`src/rtl/bsg_clk_gen_osc_ds_if.sv`:
```
// Divisor configuration channel for bsg_clk_gen_osc_ds.
// A transfer occurs on any clk_i edge where v and ready are both high.
interface bsg_clk_gen_osc_ds_if #(
    parameter int width_p = 6
);
    logic               v;
    logic [width_p-1:0] ds;
    logic               ready;

    modport master (
        output v,
        output ds,
        input  ready
    );

    modport slave (
        input  v,
        input  ds,
        output ready
    );
endinterface

```
`src/rtl/bsg_clk_gen_osc_ds.sv`:
```
// Programmable 50%-duty clock divider on the raw oscillator clock.
// Divisor updates are held pending and applied only at the end of a high phase, so clk_o never carries a runt pulse.
module bsg_clk_gen_osc_ds #(
    parameter int width_p      = 6,
    parameter int default_ds_p = 0
) (
    input  logic                 clk_i,
    input  logic                 reset_i,
    bsg_clk_gen_osc_ds_if.slave  cfg,
    output logic                 clk_o,
    output logic                 rise_o,
    output logic [width_p-1:0]   ds_o
);

    localparam logic [width_p-1:0] default_ds_lp = width_p'(default_ds_p);
    localparam logic [width_p-1:0] zero_lp       = {width_p{1'b0}};
    localparam logic [width_p-1:0] one_lp        = width_p'(1'b1);

    logic [width_p-1:0] cnt_q,    cnt_d;
    logic [width_p-1:0] ds_q,     ds_d;
    logic [width_p-1:0] pend_q,   pend_d;
    logic               pend_v_q, pend_v_d;
    logic               clk_q,    clk_d;
    logic               rise_q,   rise_d;

    logic               term_s;
    logic               apply_s;
    logic               capture_s;

    // Next-state logic: phase counting, pending capture and boundary-aligned divisor apply.
    always_comb begin
        cnt_d     = cnt_q;
        ds_d      = ds_q;
        pend_d    = pend_q;
        pend_v_d  = pend_v_q;
        clk_d     = clk_q;
        rise_d    = 1'b0;
        term_s    = (cnt_q == ds_q);
        // Equality compare only, so the all-ones divisor yields a full 2^width_p cycle phase.
        apply_s   = term_s & clk_q & pend_v_q;
        capture_s = cfg.v & ~pend_v_q;

        if (term_s) begin
            cnt_d = zero_lp;
            clk_d = ~clk_q;
        end else begin
            cnt_d = cnt_q + one_lp;
            clk_d = clk_q;
        end

        rise_d = term_s & ~clk_q;

        // A capture needs pend_v_q low and an apply needs it high, so they never coincide.
        if (apply_s) begin
            ds_d     = pend_q;
            pend_v_d = 1'b0;
        end else if (capture_s) begin
            pend_d   = cfg.ds;
            pend_v_d = 1'b1;
        end else begin
            pend_d   = pend_q;
            pend_v_d = pend_v_q;
        end
    end

    // State registers with synchronous reset; reset discards any pending update.
    always_ff @(posedge clk_i) begin
        if (reset_i) begin
            cnt_q    <= zero_lp;
            ds_q     <= default_ds_lp;
            pend_q   <= zero_lp;
            pend_v_q <= 1'b0;
            clk_q    <= 1'b0;
            rise_q   <= 1'b0;
        end else begin
            cnt_q    <= cnt_d;
            ds_q     <= ds_d;
            pend_q   <= pend_d;
            pend_v_q <= pend_v_d;
            clk_q    <= clk_d;
            rise_q   <= rise_d;
        end
    end

    assign clk_o     = clk_q;
    assign rise_o    = rise_q;
    assign ds_o      = ds_q;
    assign cfg.ready = ~pend_v_q;

endmodule

```
`src/flat_wrapper.sv`:
```
// flat-port wrapper written by rule: the top's interface ports become plain ports
module bsg_clk_gen_osc_ds_flat 
#(
    parameter int width_p      = 6,
    parameter int default_ds_p = 0
)
  (clk_i, reset_i, clk_o, rise_o, ds_o, cfg_v, cfg_ds, cfg_ready);
  bsg_clk_gen_osc_ds_if #(.width_p(width_p)) cfg_i ();
  input  logic clk_i;
  input  logic reset_i;
  output logic clk_o;
  output logic rise_o;
  output logic [width_p-1:0] ds_o;
  input wire logic [$bits(cfg_i.v)-1:0] cfg_v;
  input wire logic [$bits(cfg_i.ds)-1:0] cfg_ds;
  output wire logic [$bits(cfg_i.ready)-1:0] cfg_ready;
  assign cfg_i.v = cfg_v;
  assign cfg_i.ds = cfg_ds;
  assign cfg_ready = cfg_i.ready;
  bsg_clk_gen_osc_ds #(.width_p(width_p), .default_ds_p(default_ds_p)) u_core (.clk_i(clk_i), .reset_i(reset_i), .cfg(cfg_i), .clk_o(clk_o), .rise_o(rise_o), .ds_o(ds_o));
endmodule
```
`config.mk`:
```
export PLATFORM = sky130hd
export DESIGN_NAME = bsg_clk_gen_osc_ds_flat
export DESIGN_NICKNAME = d
export VERILOG_FILES = /design/src/rtl/bsg_clk_gen_osc_ds_if.sv /design/src/rtl/bsg_clk_gen_osc_ds.sv /design/src/flat_wrapper.sv
export SDC_FILE = /design/constraint.sdc
export NUM_CORES = 1
export LEC_CHECK = 0
export ABC_AREA = 1
export CAP_MARGIN = 25
export CORE_MARGIN = 2
export CORE_UTILIZATION = 25
export CTS_CLUSTER_DIAMETER = 40
export DETAILED_ROUTE_END_ITERATION = 16
export SETUP_SLACK_MARGIN = 0.3
export SYNTH_ARGS = -nofsm -noshare
export SYNTH_HDL_FRONTEND = slang
export SYNTH_SLANG_ARGS = --single-unit
```
`constraint.sdc`:
```
create_clock -name clk_i -period 1.6 [get_ports clk_i]
set_input_delay 0.16 -clock clk_i [delete_from_list [all_inputs] [get_ports clk_i]]
set_output_delay 0.16 -clock clk_i [all_outputs]
set_load 0.01 [all_outputs]
```
# Word-level counts from Yosys, hierarchy flattened
# Cells that the tools add are included.
# totals
ff_bits,21
input_bits,9
word_cells,18
# op_classes
add_sub_neg,1
eq_ne,1
n_bitwise,7
n_reduce_logical,3
# ops
cell,count
$add A6 B1 Y6 const B,1
$eq A6 B6 Y1,1
$and A1 B1 Y1,4
$reduce_or A2 Y1,2
$not A1 Y1,3
$reduce_and A2 Y1,1

# Logic depth before layout (Yosys ltp)
# logic_depth
word_depth,5
depth_mapped,9

# Worst setup path before layout
# Ideal clock, no wire load.
# synth_timing
path_kind,register -> register
from,register u_core.ds_q[3] (netlist: u_core.ds_o[3])
to,register u_core.ds_q[0] (netlist: u_core.ds_o[0])
arrival_ns,1.117
required_time_ns,1.536
path_slack_ns,0.419
stages_incl_launch_ff,9
path_buffers,0
path_cell_list,dfxtp_1 inv_1 nand2_1 nand2_2 nor2_8 nand3_4 nor2_8 nor2_1 nor2_1
# synth_via
elab_chain_len,3
# synth_lines
element,line_no,text
from (decl),bsg_clk_gen_osc_ds.sv:20,"logic [width_p-1:0] ds_q, ds_d;"
from (signal assigned),bsg_clk_gen_osc_ds.sv:70,ds_q <= default_ds_lp;
from (signal assigned),bsg_clk_gen_osc_ds.sv:77,ds_q <= ds_d;
$eq A6 B6 Y1,bsg_clk_gen_osc_ds.sv:38,term_s = (cnt_q == ds_q);
$and A1 B1 Y1 (2 in series),bsg_clk_gen_osc_ds.sv:40,apply_s = term_s & clk_q & pend_v_q;
# No other way between the ends.
# A chain may end at the register's enable or synchronous reset.

# Worst setup path after layout
# layout_timing
from,register u_core.rise_q (netlist: u_core.rise_o)
to,output rise_o
# layout_rtl
element,line_no,text
from (decl),bsg_clk_gen_osc_ds.sv:24,"logic rise_q, rise_d;"
from (signal assigned),bsg_clk_gen_osc_ds.sv:81,rise_q <= rise_d;
to (decl),flat_wrapper.sv:12,output logic rise_o;
# No word-level cell between the ends.

==> run metrics <==
outcome finished, final reports clean; max-slew violations 0; vias in the first global route 737; ys flop type dfxtp_1; mux share of post-synthesis cell area 0; Iter 0 DRT Violations 21; max incr delay on CP 0.52 ns; crit path kind register to output port; flops & latches, synth 21; drt wl/cell 8.980 um; sequential-to-total area share from yosys stat 0.4302; total congestion overflow 0; Area contributors post-synth dfxtp_1 43%, nand2_1 12%, nor2_1 8.8%, inv_1 7.7%, nor2_8 4.1%; WL final 1823 um; CTS buffer count 3; Core Util, Final 0.3465; Sink Count 21; row count 22; CTS tree yes; Max Freq 802.4 MHz; Fin Setup TNS 0 ns; CP max-delay cell clkdlybuf4s50_1; Tmin final 1.246 ns; area leader, netlist dfxtp_1; Peak VDD IR 0.0005796 V; Root Driver clkbuf_8; final non-filler cell area 1287 sq um; Yosys Warn Count 0; Synth Instances 134; post-synthesis adder-cell area fraction 0.01280; Clock transition at path regs 0.07 ns; most common cell in the synthesized netlist nand2_1; Initial Utilization 0.2630; # IOs 18; first-pass GRT wire length 3187 um; fraction of registers with async set or reset after synthesis 0; max-cap violations 0; Syn Area/Cell 7.292 sq um; largest net degree at the start of global routing 16; Worst slew margin 0.7334; gp weighted congestion 0.7294; Worst EP arrival 1.09 ns; worst setup margin 0.3537 ns; Cells after DPL 197; placed inst area 1200 sq um; die height 66.52 um; Synth-to-Final Area Change 31.75%; non-filler cells in the finished layout 203; port bufs 17; nets 166; XOR/XNOR share of the synthesized area 0.04481; Total Routing Usage GR 0.09441; CP bufs+invs 1; post-route ant nets 0; mapped cell area 977.2 sq um; main combinational cell family by area after synthesis simple AND/OR/NAND/NOR gates; Critical Path End Type output port; layout cells sized above 1 0.1742; Final Hold Viols 0; Crit Path Max Fanout 1; startpoint types register; DP HPWL 1439 um; Final Cycle Share 0.7789; PD cells 1329 nW/um^2; antenna violations before repair 0; Simple-Gate Fraction of Synth Area 0.3470; Diodes inserted 0; die area 4425 sq um; Post-Syn Nets 144; Pleak 0.0005769 uW; Least-Margin Pin Slew 0.3994 ns; Post-route DRC 0; HP Class register to register; share of the synthesized area in the top cell type 0.4302; Hold Buf Count CTS 0; Reg2Reg Setup Slack 0.40 ns; Longest Clk Path Bufs 2; vias per inst 4.064; worst skew pair latency 0.25 ns; worst slack at placement 0.2557 ns; core box area 3716 sq um; crit-path cells clkdlybuf4s50_1; vias 825; Post-synth EDFFs 0; Final Skew 0.001092 ns; first-pass iteration count of the detailed router 4; count of cell types in the netlist 19; Die Span X 66.52 um; H-tree depth 1; Commonest cells post-synth 30 x nand2_1, 23 x nor2_1, 21 x dfxtp_1; final setup vio count 0; delay-heaviest family, CP buffers and inverters; RSZ-0062 raised after global routing true; Compound-Gate Fraction of Synth Area 0.07298; Worst Path Required 1.44 ns
-- per-layer routing --
metal	GRT usage	routed length, um	part of all wire
met4	0.02296	17	0.0093
met3	0.04054	109	0.060
met5	0	0	0
met1	0.1173	918	0.50
met2	0.1500	779	0.43
-- layout make-up --
cell class | count | area, sq um
fill | 420 | 2429
inverter | 22 | 82.58
multi-input combinational | 89 | 471.7
tap | 48 | 60.06
sequential | 21 | 449.2
timing repair buffer | 19 | 178.9
clock buffer | 4 | 45.04
-- worst paths after layout --
path,start,endpoint,cells past startpoint
min reg2reg,u_core.pend_q[2],u_core.pend_q[2],2
max,u_core.rise_o,rise_o,1
min,u_core.pend_q[2],u_core.pend_q[2],2
max reg2reg,u_core.ds_o[4],u_core.ds_o[0],6
-- cells by family after synthesis --
kind of cell,count (synthesis)
buffers and inverters,24
adder cells (fa/ha/maj),1
AO/OA/AOI/OAI,14
AND/OR/NAND/NOR,69
XOR/XNOR,5
flip-flops,21
-- flip-flops by register name, summed over array words and instances (netlist names) --
register / flops
u_core.rise_o: 1
u_core.clk_o: 1
u_core.pend_q: 6
u_core.ds_o: 6
u_core.pend_v_q: 1
u_core.cnt_q: 6
-- per-stage QoR --
step	hold slack, ns	total power (uW)
floorplan	0.3273	1161
global placement	0.4501	1374
detailed placement	0.4506	1379
CTS	0.4610	1709
global route	0.4834	1851
finish	0.4590	1711
-- layout by cell type, fill, tap and decap left out --
cell type	synthesis	layout
nor2_1	23	21
dfxtp_1	21	10
dlymetal6s2s_1	0	1
nand3_4	1	1
clkbuf_8	0	3
clkbuf_1	2	1
nor2_8	2	2
clkdlybuf4s50_1	0	9
nand2_1	30	30
inv_1	20	20
xnor2_1	3	3
o22ai_1	1	1
nand3_1	1	1
nand4_1	6	6
a21oi_1	6	6
inv_2	2	2
dfxtp_4	0	6
dfxtp_2	0	5
ha_1	1	1
o21ai_0	7	7
dlygate4sd2_1	0	7
nor3b_1	2	2
buf_4	0	2
xor2_1	2	2
nor2_2	1	3
nand2_2	3	3
-- power by group --
| group | internal [uW] | total, uW | switching [uW] |
|---|---|---|---|
| Clock | 177 | 337 | 160 |
| Sequential | 621 | 690 | 69.2 |
| Combinational | 282 | 684 | 401 |
| Total | 1080 | 1710 | 630 |
-- repair_timing --
action / in CTS / in global routing
pin swaps: 0 / 6
setup buffers: 0 / 2
endpoints found under the setup margin: 15 / 15
endpoints found under the hold margin: 0 / 0
resized for setup: 13 / 14
No activity file was read; power rests on OpenSTA's default activity.
